==> config.mk <==
export PLATFORM = sky130hd
export DESIGN_NAME = ddr_aw_burst_sched
export DESIGN_NICKNAME = d
export VERILOG_FILES = /design/src/rtl/ddr_aw_pkg.sv /design/src/rtl/ddr_aw_rr_arb.sv /design/src/rtl/ddr_aw_burst_sched.sv
export SDC_FILE = /design/constraint.sdc
export NUM_CORES = 1
export LEC_CHECK = 0
export ABC_AREA = 1
export BUFFER_PORTS_ARGS = -buffer_cell sky130_fd_sc_hd__buf_2
export CAP_MARGIN = 20
export CORE_MARGIN = 8
export CORE_UTILIZATION = 52
export DETAILED_ROUTE_END_ITERATION = 6
export PLACE_DENSITY_LB_ADDON = 0.1
export SLEW_MARGIN = 10
export SYNTH_ARGS = -nofsm -noshare
export SYNTH_HDL_FRONTEND = slang
export SYNTH_SLANG_ARGS = --single-unit
==> constraint.sdc <==
create_clock -name clk -period 1.9 [get_ports clk]
set_input_delay 0.19 -clock clk [delete_from_list [all_inputs] [get_ports clk]]
set_output_delay 0.19 -clock clk [all_outputs]
set_load 0.02 [all_outputs]
==> src/rtl/ddr_aw_pkg.sv <==
// Shared definitions for the DDR AW burst scheduler.
//   sched_state_e  : scheduler FSM encoding (IDLE, ISSUE, DONE)
//   BURST_BYTES    : bytes covered by one AXI burst in the default build
//   BURST_SHIFT    : log2(BURST_BYTES), the number of forced-zero address LSBs
//   burst_shift()  : same shift for any BURST_LEN / BEAT_BYTES pair
package ddr_aw_pkg;

    typedef enum logic [1:0] {
        ST_IDLE  = 2'd0,
        ST_ISSUE = 2'd1,
        ST_DONE  = 2'd2
    } sched_state_e;

    localparam int DEF_BURST_LEN  = 16;
    localparam int DEF_BEAT_BYTES = 16;
    localparam int BURST_BYTES    = DEF_BURST_LEN * DEF_BEAT_BYTES;
    localparam int BURST_SHIFT    = $clog2(BURST_BYTES);

    function automatic int burst_shift(input int burst_len, input int beat_bytes);
        return $clog2(burst_len * beat_bytes);
    endfunction

endpackage

==> src/rtl/ddr_aw_rr_arb.sv <==
// Combinational round-robin pick.
//   valid      in  NUM_REQ  pending requests
//   ptr        in  3        index with highest priority this round
//   any        out 1        at least one request is valid
//   gnt_onehot out NUM_REQ  one-hot winner (0 when nothing is valid)
//   gnt_idx    out 3        index of the winner (0 when nothing is valid)
// The winner is the first valid index at or after ptr, wrapping modulo NUM_REQ.
module ddr_aw_rr_arb
    import ddr_aw_pkg::*;
#(
    parameter int NUM_REQ = 2
) (
    input  logic [NUM_REQ-1:0] valid,
    input  logic [2:0]         ptr,
    output logic               any,
    output logic [NUM_REQ-1:0] gnt_onehot,
    output logic [2:0]         gnt_idx
);

    // Pad the request vector to eight entries so a 3-bit index is always in range.
    logic [7:0] valid_ext;

    generate
        for (genvar gi = 0; gi < 8; gi++) begin : g_ext
            if (gi < NUM_REQ) begin : g_used
                assign valid_ext[gi] = valid[gi];
            end else begin : g_pad
                assign valid_ext[gi] = 1'b0;
            end
        end
    endgenerate

    always_comb begin
        logic [2:0] cand;
        any        = 1'b0;
        gnt_idx    = '0;
        gnt_onehot = '0;
        cand       = '0;
        for (int k = 0; k < NUM_REQ; k++) begin
            cand = 3'((int'(ptr) + k) % NUM_REQ);
            if (!any && valid_ext[cand]) begin
                any        = 1'b1;
                gnt_idx    = cand;
                gnt_onehot = NUM_REQ'(1) << cand;
            end
        end
    end

endmodule

==> src/rtl/ddr_aw_burst_sched.sv <==
// Round-robin AW burst scheduler in front of the DDR write-address FIFO.
// Each requester posts a start address and a burst count; the request is split
// into BURST_LEN x BEAT_BYTES bursts and one aligned burst address is pushed per
// FIFO word. req_done pulses once the last burst of the request is queued.
//   clk, rst_n         clock and asynchronous active-low reset
//   req_valid/addr/cnt per-requester request (flattened, slice i at i*WIDTH)
//   req_ready          one-cycle accept pulse, one-hot
//   req_done           one-cycle pulse after the last push of the request
//   busy               scheduler not idle
//   grant_id           current or most recent granted requester
//   fifo_wr_en/data    FIFO push interface
//   fifo_wr_full       FIFO full
//   fifo_almost_full   FIFO has at most one free entry
// Optional build macro DDR_AW_PERF_CNT_EN adds saturating counters:
//   stall_cnt          ISSUE cycles without a push
//   burst_cnt          total pushes
// All outputs come straight from registers.
module ddr_aw_burst_sched
    import ddr_aw_pkg::*;
#(
    parameter int NUM_REQ    = 2,
    parameter int ADDR_WIDTH = 32,
    parameter int CNT_WIDTH  = 16,
    parameter int BURST_LEN  = DEF_BURST_LEN,
    parameter int BEAT_BYTES = DEF_BEAT_BYTES
) (
    input  logic                          clk,
    input  logic                          rst_n,
    input  logic [NUM_REQ-1:0]            req_valid,
    input  logic [NUM_REQ*ADDR_WIDTH-1:0] req_addr,
    input  logic [NUM_REQ*CNT_WIDTH-1:0]  req_cnt,
    output logic [NUM_REQ-1:0]            req_ready,
    output logic [NUM_REQ-1:0]            req_done,
    output logic                          busy,
    output logic [2:0]                    grant_id,
    output logic                          fifo_wr_en,
    output logic [ADDR_WIDTH-1:0]         fifo_wr_data,
    input  logic                          fifo_wr_full,
    input  logic                          fifo_almost_full
`ifdef DDR_AW_PERF_CNT_EN
    ,
    output logic [31:0]                   stall_cnt,
    output logic [31:0]                   burst_cnt
`endif
);

    localparam int SHIFT = burst_shift(BURST_LEN, BEAT_BYTES);
    localparam logic [ADDR_WIDTH-1:0] BURST_INC  = ADDR_WIDTH'(1) << SHIFT;
    localparam logic [ADDR_WIDTH-1:0] ALIGN_MASK = ~(BURST_INC - ADDR_WIDTH'(1));

    sched_state_e state_reg, state_next;
    logic [ADDR_WIDTH-1:0] cur_addr_reg, cur_addr_next;
    logic [CNT_WIDTH-1:0]  remain_reg, remain_next;
    logic [2:0]            grant_id_reg, grant_id_next;
    logic [2:0]            rr_ptr_reg, rr_ptr_next;
    logic [NUM_REQ-1:0]    req_ready_reg, req_ready_next;
    logic [NUM_REQ-1:0]    req_done_reg, req_done_next;
    logic                  busy_reg, busy_next;
    logic                  wr_en_reg, wr_en_next;
    logic [ADDR_WIDTH-1:0] wr_data_reg, wr_data_next;

    logic                  arb_any;
    logic [NUM_REQ-1:0]    arb_onehot;
    logic [2:0]            arb_idx;
    logic                  push;

    // Request fields as eight-entry arrays so the 3-bit grant index selects directly.
    logic [ADDR_WIDTH-1:0] addr_arr [8];
    logic [CNT_WIDTH-1:0]  cnt_arr  [8];

    generate
        for (genvar gi = 0; gi < 8; gi++) begin : g_unpack
            if (gi < NUM_REQ) begin : g_used
                assign addr_arr[gi] = req_addr[gi*ADDR_WIDTH +: ADDR_WIDTH];
                assign cnt_arr[gi]  = req_cnt[gi*CNT_WIDTH +: CNT_WIDTH];
            end else begin : g_pad
                assign addr_arr[gi] = '0;
                assign cnt_arr[gi]  = '0;
            end
        end
    endgenerate

    ddr_aw_rr_arb #(
        .NUM_REQ    (NUM_REQ)
    ) u_arb (
        .valid      (req_valid),
        .ptr        (rr_ptr_reg),
        .any        (arb_any),
        .gnt_onehot (arb_onehot),
        .gnt_idx    (arb_idx)
    );

    // almost_full leaves one slot for the push already registered, so the
    // FIFO cannot be written while full.
    assign push = (state_reg == ST_ISSUE) && !fifo_wr_full && !fifo_almost_full;

    always_comb begin
        state_next     = state_reg;
        cur_addr_next  = cur_addr_reg;
        remain_next    = remain_reg;
        grant_id_next  = grant_id_reg;
        rr_ptr_next    = rr_ptr_reg;
        req_ready_next = '0;
        req_done_next  = '0;
        wr_en_next     = 1'b0;
        wr_data_next   = wr_data_reg;
        case (state_reg)
            ST_IDLE: begin
                if (arb_any) begin
                    req_ready_next = arb_onehot;
                    grant_id_next  = arb_idx;
                    cur_addr_next  = addr_arr[arb_idx] & ALIGN_MASK;
                    remain_next    = cnt_arr[arb_idx];
                    state_next     = (cnt_arr[arb_idx] == '0) ? ST_DONE : ST_ISSUE;
                end
            end
            ST_ISSUE: begin
                if (push) begin
                    wr_en_next    = 1'b1;
                    wr_data_next  = cur_addr_reg;
                    cur_addr_next = cur_addr_reg + BURST_INC;
                    remain_next   = remain_reg - CNT_WIDTH'(1);
                    if (remain_reg == CNT_WIDTH'(1)) begin
                        state_next = ST_DONE;
                    end
                end
            end
            ST_DONE: begin
                req_done_next = NUM_REQ'(1) << grant_id_reg;
                rr_ptr_next   = (grant_id_reg == 3'(NUM_REQ - 1)) ? 3'd0 : grant_id_reg + 3'd1;
                state_next    = ST_IDLE;
            end
            default: begin
                state_next = ST_IDLE;
            end
        endcase
        busy_next = (state_next != ST_IDLE);
    end

    always_ff @(posedge clk or negedge rst_n) begin
        if (!rst_n) begin
            state_reg     <= ST_IDLE;
            cur_addr_reg  <= '0;
            remain_reg    <= '0;
            grant_id_reg  <= '0;
            rr_ptr_reg    <= '0;
            req_ready_reg <= '0;
            req_done_reg  <= '0;
            busy_reg      <= 1'b0;
            wr_en_reg     <= 1'b0;
            wr_data_reg   <= '0;
        end else begin
            state_reg     <= state_next;
            cur_addr_reg  <= cur_addr_next;
            remain_reg    <= remain_next;
            grant_id_reg  <= grant_id_next;
            rr_ptr_reg    <= rr_ptr_next;
            req_ready_reg <= req_ready_next;
            req_done_reg  <= req_done_next;
            busy_reg      <= busy_next;
            wr_en_reg     <= wr_en_next;
            wr_data_reg   <= wr_data_next;
        end
    end

    assign req_ready    = req_ready_reg;
    assign req_done     = req_done_reg;
    assign busy         = busy_reg;
    assign grant_id     = grant_id_reg;
    assign fifo_wr_en   = wr_en_reg;
    assign fifo_wr_data = wr_data_reg;

`ifdef DDR_AW_PERF_CNT_EN
    logic [31:0] stall_cnt_reg;
    logic [31:0] burst_cnt_reg;
    logic        issue_stall;

    assign issue_stall = (state_reg == ST_ISSUE) && !push;

    always_ff @(posedge clk or negedge rst_n) begin
        if (!rst_n) begin
            stall_cnt_reg <= '0;
            burst_cnt_reg <= '0;
        end else begin
            if (issue_stall && (stall_cnt_reg != '1)) begin
                stall_cnt_reg <= stall_cnt_reg + 32'd1;
            end
            if (push && (burst_cnt_reg != '1)) begin
                burst_cnt_reg <= burst_cnt_reg + 32'd1;
            end
        end
    end

    assign stall_cnt = stall_cnt_reg;
    assign burst_cnt = burst_cnt_reg;
`endif

endmodule
# Word-level counts from Yosys, hierarchy flattened
# Index checks and enable logic that the tools add are counted.
# W data, S select, Z words.
dict set report totals {
  regBits 92
  input_bits 102
  output_inout_bits 41
  elab_cells 74
}
dict set report op_classes {
  addsub 4
  n_lt_le_gt_ge 3
  n_eq_ne 6
  shift 3
  muxes 33
  bitwise 2
  n_reduce_logical 13
}
# cell count
set ops {}
lappend ops {{$mux W32} 4}
lappend ops {{$bmux W32 S3} 1}
lappend ops {{$mux W16} 4}
lappend ops {{$pmux W32 S2} 1}
lappend ops {{$bmux W16 S3} 1}
lappend ops {{$add A32 B9 Y32 const B} 1}
lappend ops {{$pmux W16 S2} 1}
lappend ops {{$mux W2} 9}
lappend ops {{$eq A16 B1 Y1 const B} 1}
lappend ops {{$logic_not A16 Y1} 1}
lappend ops {{$sub A16 B1 Y16 const B} 1}
lappend ops {{$mux W1} 9}
lappend ops {{$shl A1 B3 Y2 const A} 2}
lappend ops {{$ge A4 B4 Y1 const B} 1}
lappend ops {{$lt A1 B4 Y1 const B} 1}
lappend ops {{$lt A3 B4 Y1 const B} 1}
lappend ops {{$ne A2 B2 Y1 const B} 2}
lappend ops {{$not A3 Y4} 1}
lappend ops {{$pmux W2 S2} 1}
lappend ops {{$reduce_and A2 Y1} 2}
lappend ops {{$reduce_bool A2 Y1} 2}
lappend ops {{$eq A3 B1 Y1 const B} 1}
lappend ops {{$logic_and A1 B1 Y1} 3}
lappend ops {{$logic_not A1 Y1} 3}
lappend ops {{9 further kinds} 10}

# Logic depth before layout (Yosys ltp)
dict set report depth {
  word_depth 15
  mapped_depth 13
  mapped_depth_nobuf 12
}

# By module
# Synthesis repeated with hierarchy kept, for this count alone.
dict set report unflattened {
  hier_cells 768
  hier_area_um2 5061.1
}
# mod instances cells_per_inst area_per_inst_um2 seq_area_each_um2
set modules_own_cells {}
lappend modules_own_cells {ddr_aw_burst_sched 1 758 5008.6 1951.9}
lappend modules_own_cells {ddr_aw_rr_arb 1 10 52.6 0.0}

# Worst setup path before layout
# No wires, ideal clock.
dict set report synth_path {
  kind {reg2reg}
  startpoint {register rr_ptr_reg[0]}
  endpoint {register busy_reg, in the netlist busy}
  setup_ps 121
  arrival_time_ps 1310
  required_ps 1779
  setup_slack_ps 469
  stages_incl_launch_ff 12
  n_path_buf 1
  cell_sequence {dfrtp_1 nand2_2 nand2_4 buf_6 nand2_1 nand2_1 nor2_1 nand2_1 nor2_1 nand2_1 a21oi_2 nand2_1}
}
dict set report synth_via {
  elab_chain_cells 15
  elab_cells_between_ends 21
  classes_between {add/sub: 1; mux: 14; bitwise: 2; reduce/logical: 4}
}
# element line_no
set synth_rtl {}
lappend synth_rtl {{start: declaration} ddr_aw_burst_sched.sv:55} ;# logic [2:0] rr_ptr_reg, rr_ptr_next;
lappend synth_rtl {{start signal: assignment} ddr_aw_burst_sched.sv:157} ;# rr_ptr_reg <= rr_ptr_next;
lappend synth_rtl {{$add A1 B1 Y1 or $mux W1 (tied branches)} {ddr_aw_rr_arb.sv:40, ddr_aw_rr_arb.sv:41}}
lappend synth_rtl {{$and A1 B1 Y1 (no source line) or $mux W1 (tied branches)} --}
lappend synth_rtl {{$bmux W1 S2 or $mux W1 (tied branches)} ddr_aw_rr_arb.sv:41} ;# if (!any && valid_ext[cand]) begin
lappend synth_rtl {{$mux W1 (implied by the code) or $logic_not A1 Y1 (tied branches)} ddr_aw_rr_arb.sv:41}
lappend synth_rtl {{$logic_and A1 B1 Y1} ddr_aw_rr_arb.sv:41}
lappend synth_rtl {{$mux W3} ddr_aw_rr_arb.sv:41}
lappend synth_rtl {{$not A3 Y4 (implied by the code)} ddr_aw_burst_sched.sv:114} ;# state_next = (cnt_arr[arb_idx] == '0) ? ST_DONE : ST_ISSUE;
lappend synth_rtl {{$bmux W16 S3} ddr_aw_burst_sched.sv:114}
lappend synth_rtl {{$mux W16 (implied by the code) (2 in a row)} ddr_aw_burst_sched.sv:114}
lappend synth_rtl {{$logic_not A16 Y1} ddr_aw_burst_sched.sv:114}
lappend synth_rtl {{$mux W2} ddr_aw_burst_sched.sv:114}
lappend synth_rtl {{$mux W2 *} ddr_aw_burst_sched.sv:109} ;# if (arb_any) begin
lappend synth_rtl {{$pmux W2 S2 *} ddr_aw_burst_sched.sv:107} ;# case (state_reg)
lappend synth_rtl {{$reduce_bool A2 Y1 *} ddr_aw_burst_sched.sv:137} ;# busy_next = (state_next != ST_IDLE);
lappend synth_rtl {{named net busy_next} ddr_aw_burst_sched.sv:58} ;# logic busy_reg, busy_next;
lappend synth_rtl {{end signal: assignment} ddr_aw_burst_sched.sv:160} ;# busy_reg <= busy_next;
lappend synth_rtl {{end: declaration} ddr_aw_burst_sched.sv:58}
# The timed path passes the listed nets; every way through them passes the cells marked *. The select of a mux whose other input is x is not followed.
# A chain may end at the register's enable or synchronous reset.

# Worst setup path after layout
dict set report layout_path {
  startpoint {register cur_addr_reg[8]}
  endpoint {register cur_addr_reg[24]}
}
dict set report layout_via {
  elab_chain_cells 3
}
# element line_no
set layout_rtl {}
lappend layout_rtl {{start: declaration} ddr_aw_burst_sched.sv:52} ;# logic [ADDR_WIDTH-1:0] cur_addr_reg, cur_addr_next;
lappend layout_rtl {{start signal: assignment} ddr_aw_burst_sched.sv:154} ;# cur_addr_reg <= cur_addr_next;
lappend layout_rtl {{$add A32 B9 Y32} ddr_aw_burst_sched.sv:121} ;# cur_addr_next = cur_addr_reg + BURST_INC;
lappend layout_rtl {{$mux W32} ddr_aw_burst_sched.sv:118} ;# if (push) begin
lappend layout_rtl {{$pmux W32 S2} ddr_aw_burst_sched.sv:107}
# No other way between the ends. The select of a mux whose other input is x is not followed.

==> flow_summary_export.csv <==
group,metric,value,unit
grt,grt_pass1_wl,20.1,mm
place,dp_cells,855,
yosys,synth.cell_area,4520,sq um
setup_path,cp_slowest_stage_delay,0.40,ns
place,dp_hpwl,9.28,mm
clocking,root_buffer,"clkbuf_8",
yosys,synth-edff-count,0,
power,p_clk_frac,0.196,
floorplanning,initial_core_util,0.526,
clocking,clock-sinks,74,
yosys,synth_cells,650,
yosys,synthArstFlopShare,1.00,
yosys,synth_cell_types,37,
sta,finalCritPeriodShare,0.918,
yosys,syn_area_per_cell,6.95,sq um
job,cap_violations,0,
sta,tightest_slew,0.691,ns
setup_path,crit_family,"simple AND/OR/NAND/NOR gates",
setup_path,r2r_cells,7,
grt,grt_pass1_vias,4467,
power,internal-power,3.25,mW
clocking,cts_tree,"built",
layout,nets,864,
detailed_routing,drcViolationCount,0,
setup_path,cp_data_arrival_time,2.01,ns
setup_path,crit_buf_inv,0,
clocking,cts-buffers-inserted,9,
power,sw_frac_of_total,0.420,
clocking,cts_setup_buffers,0,
setup_path,slowest_stage,"dfrtp_1",
grt,grt_max_degree,44,
setup_path,cp.depth,7,
yosys,ys_seq_area_frac,0.410,
setup_path,worstSetupEndpointType,"register",
sta,fmax,573,MHz
grt,antenna_found_initial,0,
layout,final_layout_size_suffix_gt1_frac,0.205,
detailed_routing,drt-pass1-iter-count,5,
setup_path,cp.required,2.16,ns
yosys,synth_seq_cells,74,
yosys,yosys.area.top_type,"dfrtp_1",
yosys,ys_warn_count,0,
place,io_buffers,116,
power,p_switching,2.36,mW
setup_path,critPathKind,"reg2reg",
floorplanning,pin_count,143,
power,p_seq_frac,0.420,
layout,area_growth,18.5,%
sta,rsz0062_at_grt,"no",
sta,hold_viol_final,0,
sta,finalSetupViolCount,0,
clocking,clk_pin_slew_worst_paths,0.08,ns
setup_path,cp_cell_sequence,"ha_1, nand3_1, nor2_4, nand3_1, a21oi_1, o21ai_0, a22oi_1",
place,gp_congestion,0.906,
detailed_routing,drt_iter0_markers,231,
sta,drv_slew,0,
sta,slew_headroom,0.539,
floorplanning,die-area,11900,sq um
detailed_routing,post_drt_wl_per_cell,14.0,microns
clocking,insertion_delay,0.35,ns
sta,finClkSkew,0.00751,ns
yosys,synth_top_cell_area_share,0.410,
layout,n_antenna_cell,0,
floorplanning,dieHeight,109,microns
layout,instances_no_fill,872,
run_status,status,"finished clean",
grt,grtUsageTotal,0.208,
detailed_routing,vias_per_cell,5.22,
clocking,cts_buffer_depth,2,
sta,setup_ws,0.155,ns
layout,fillers,816,
sta,whs,0.0850,ns
place,dpl_cell_area,5170,sq um
power,p_leak,2.85,nW
floorplanning,core_area,8590,sq um
sta,finalCriticalPeriod,1.74,ns
power,pwr-share-comb,0.384,
place,dpl_worst_slack,0.180,ns
grt,overflow,0,
floorplanning,die_w,109,microns
sta,fin_tns_setup,0,ns
detailed_routing,totalWireLength,12.2,mm
hold_path,holdCritPathClass,"in2reg",
detailed_routing,drtAntennaViolNets,0,
detailed_routing,vias,4552,
setup_path,cp-start-kind,"register",
layout,postLayoutCellArea,5360,sq um
power,peakVddDrop,0.391,mV
clocking,htreeDepth,3,
hold_path,whs_path_depth,3,
setup_path,critical_path.max_fanout,4,
floorplanning,rows,34,
yosys,synthTopCellsByArea,"dfrtp_1 41%, nand2_1 15%, o21ai_0 7.5%, nor2_1 7.0%, nand3_1 4.5%",
power,power_density,1050,nW/um^2
yosys,synth_ff_type,"dfrtp_1",
setup_path,cpMostUsedCell,"nand3_1",
==> layout by cell type, fill, tap and decap left out, types with 10 or more instances in the layout <==
master / netlist / final
conb_1: 1 / 10
a21oi_1: 32 / 32
nor2_1: 84 / 83
o21ai_0: 68 / 68
dfrtp_1: 74 / 74
nor3_1: 10 / 10
nand2_1: 186 / 186
buf_2: 14 / 116
inv_1: 47 / 47
nand3_1: 41 / 41
a31oi_1: 10 / 10
==> power by group through the flow <==
stage	sequential (mW)	clock [mW]	combinational, mW
floorplan	2.47	0	1.40
global placement	2.36	0	2.10
detailed placement	2.38	0	2.14
CTS	2.35	1.13	2.15
global route	2.42	1.19	2.46
finish	2.36	1.10	2.16
==> worst register-to-register path: stages, from the launching register on <==
cell     delay (ns)
dfrtp_1        0.40
ha_1           0.21
nand3_1        0.20
nor2_4         0.21
nand3_1        0.20
a21oi_1        0.17
o21ai_0        0.10
a22oi_1        0.17
==> synth_stat cells, drive strengths merged (5+ instances only) <==
cell	number
nand4	5
a21oi	33
buf	31
nor3	10
clkbuf	9
nand2	190
inv	50
xor2	8
o21ai	71
a22oi	9
nand3	42
dfrtp	74
a31oi	10
nor2	87
==> through the flow <==
stage	util	power, mW
floorplan	-	3.87
global placement	0.602	4.45
detailed placement	0.602	4.52
CTS	0.623	5.63
global route	0.624	6.06
finish	0.624	5.61
==> logic make-up after synthesis <==
| family | count (synthesis) | share of synthesized area |
|---|---|---|
| and+or+nand+nor | 339 | 0.308 |
| adders and majority gates | 3 | 0.00830 |
| AOI/OAI and AO/OA | 135 | 0.165 |
| buffers and inverters | 90 | 0.0927 |
| DFF | 74 | 0.410 |
| other | 1 | 0.000830 |
| xor gates and xnor gates | 8 | 0.0155 |
==> routing by layer <==
layer / track usage / up-vias / part of all wire
li1: - / 2325 / -
met1: 0.254 / 2083 / 0.44
met2: 0.363 / 122 / 0.49
met3: 0.0266 / 22 / 0.046
met4: 0.0878 / 0 / 0.024
met5: 0 / - / 0
==> layout make-up <==
class / count / area, sq um / area share
clock buffers: 11 / 131 / 0.0245
clock inverters: 5 / 40.0 / 0.00747
well taps: 108 / 135 / 0.0252
inverters: 50 / 188 / 0.0350
flip-flops and latches: 74 / 1850 / 0.346
repair buffers: 129 / 718 / 0.134
multi-input cells: 495 / 2290 / 0.428
==> repair_timing <==
item,in CTS,in global routing
hold endpoints to repair,25,0
gates resized for setup,0,2
hold buffers,1,0
setup endpoints to repair,0,2
==> path summary, 6_finish.rpt <==
check	start	endpoint	slack, ns
min in group asynchronous	rst_n	fifo_wr_data[12]	0.41
worst min-delay path	req_valid[0]	req_ready[0]	0.09
max in group asynchronous	rst_n	cur_addr_reg[10]	0.91
worst max-delay path	cur_addr_reg[8]	cur_addr_reg[24]	0.16
worst min register to register	grant_id[0]	req_done[0]	0.47
worst max register to register	cur_addr_reg[8]	cur_addr_reg[24]	0.16
Power figures use the tool's default switching activity.
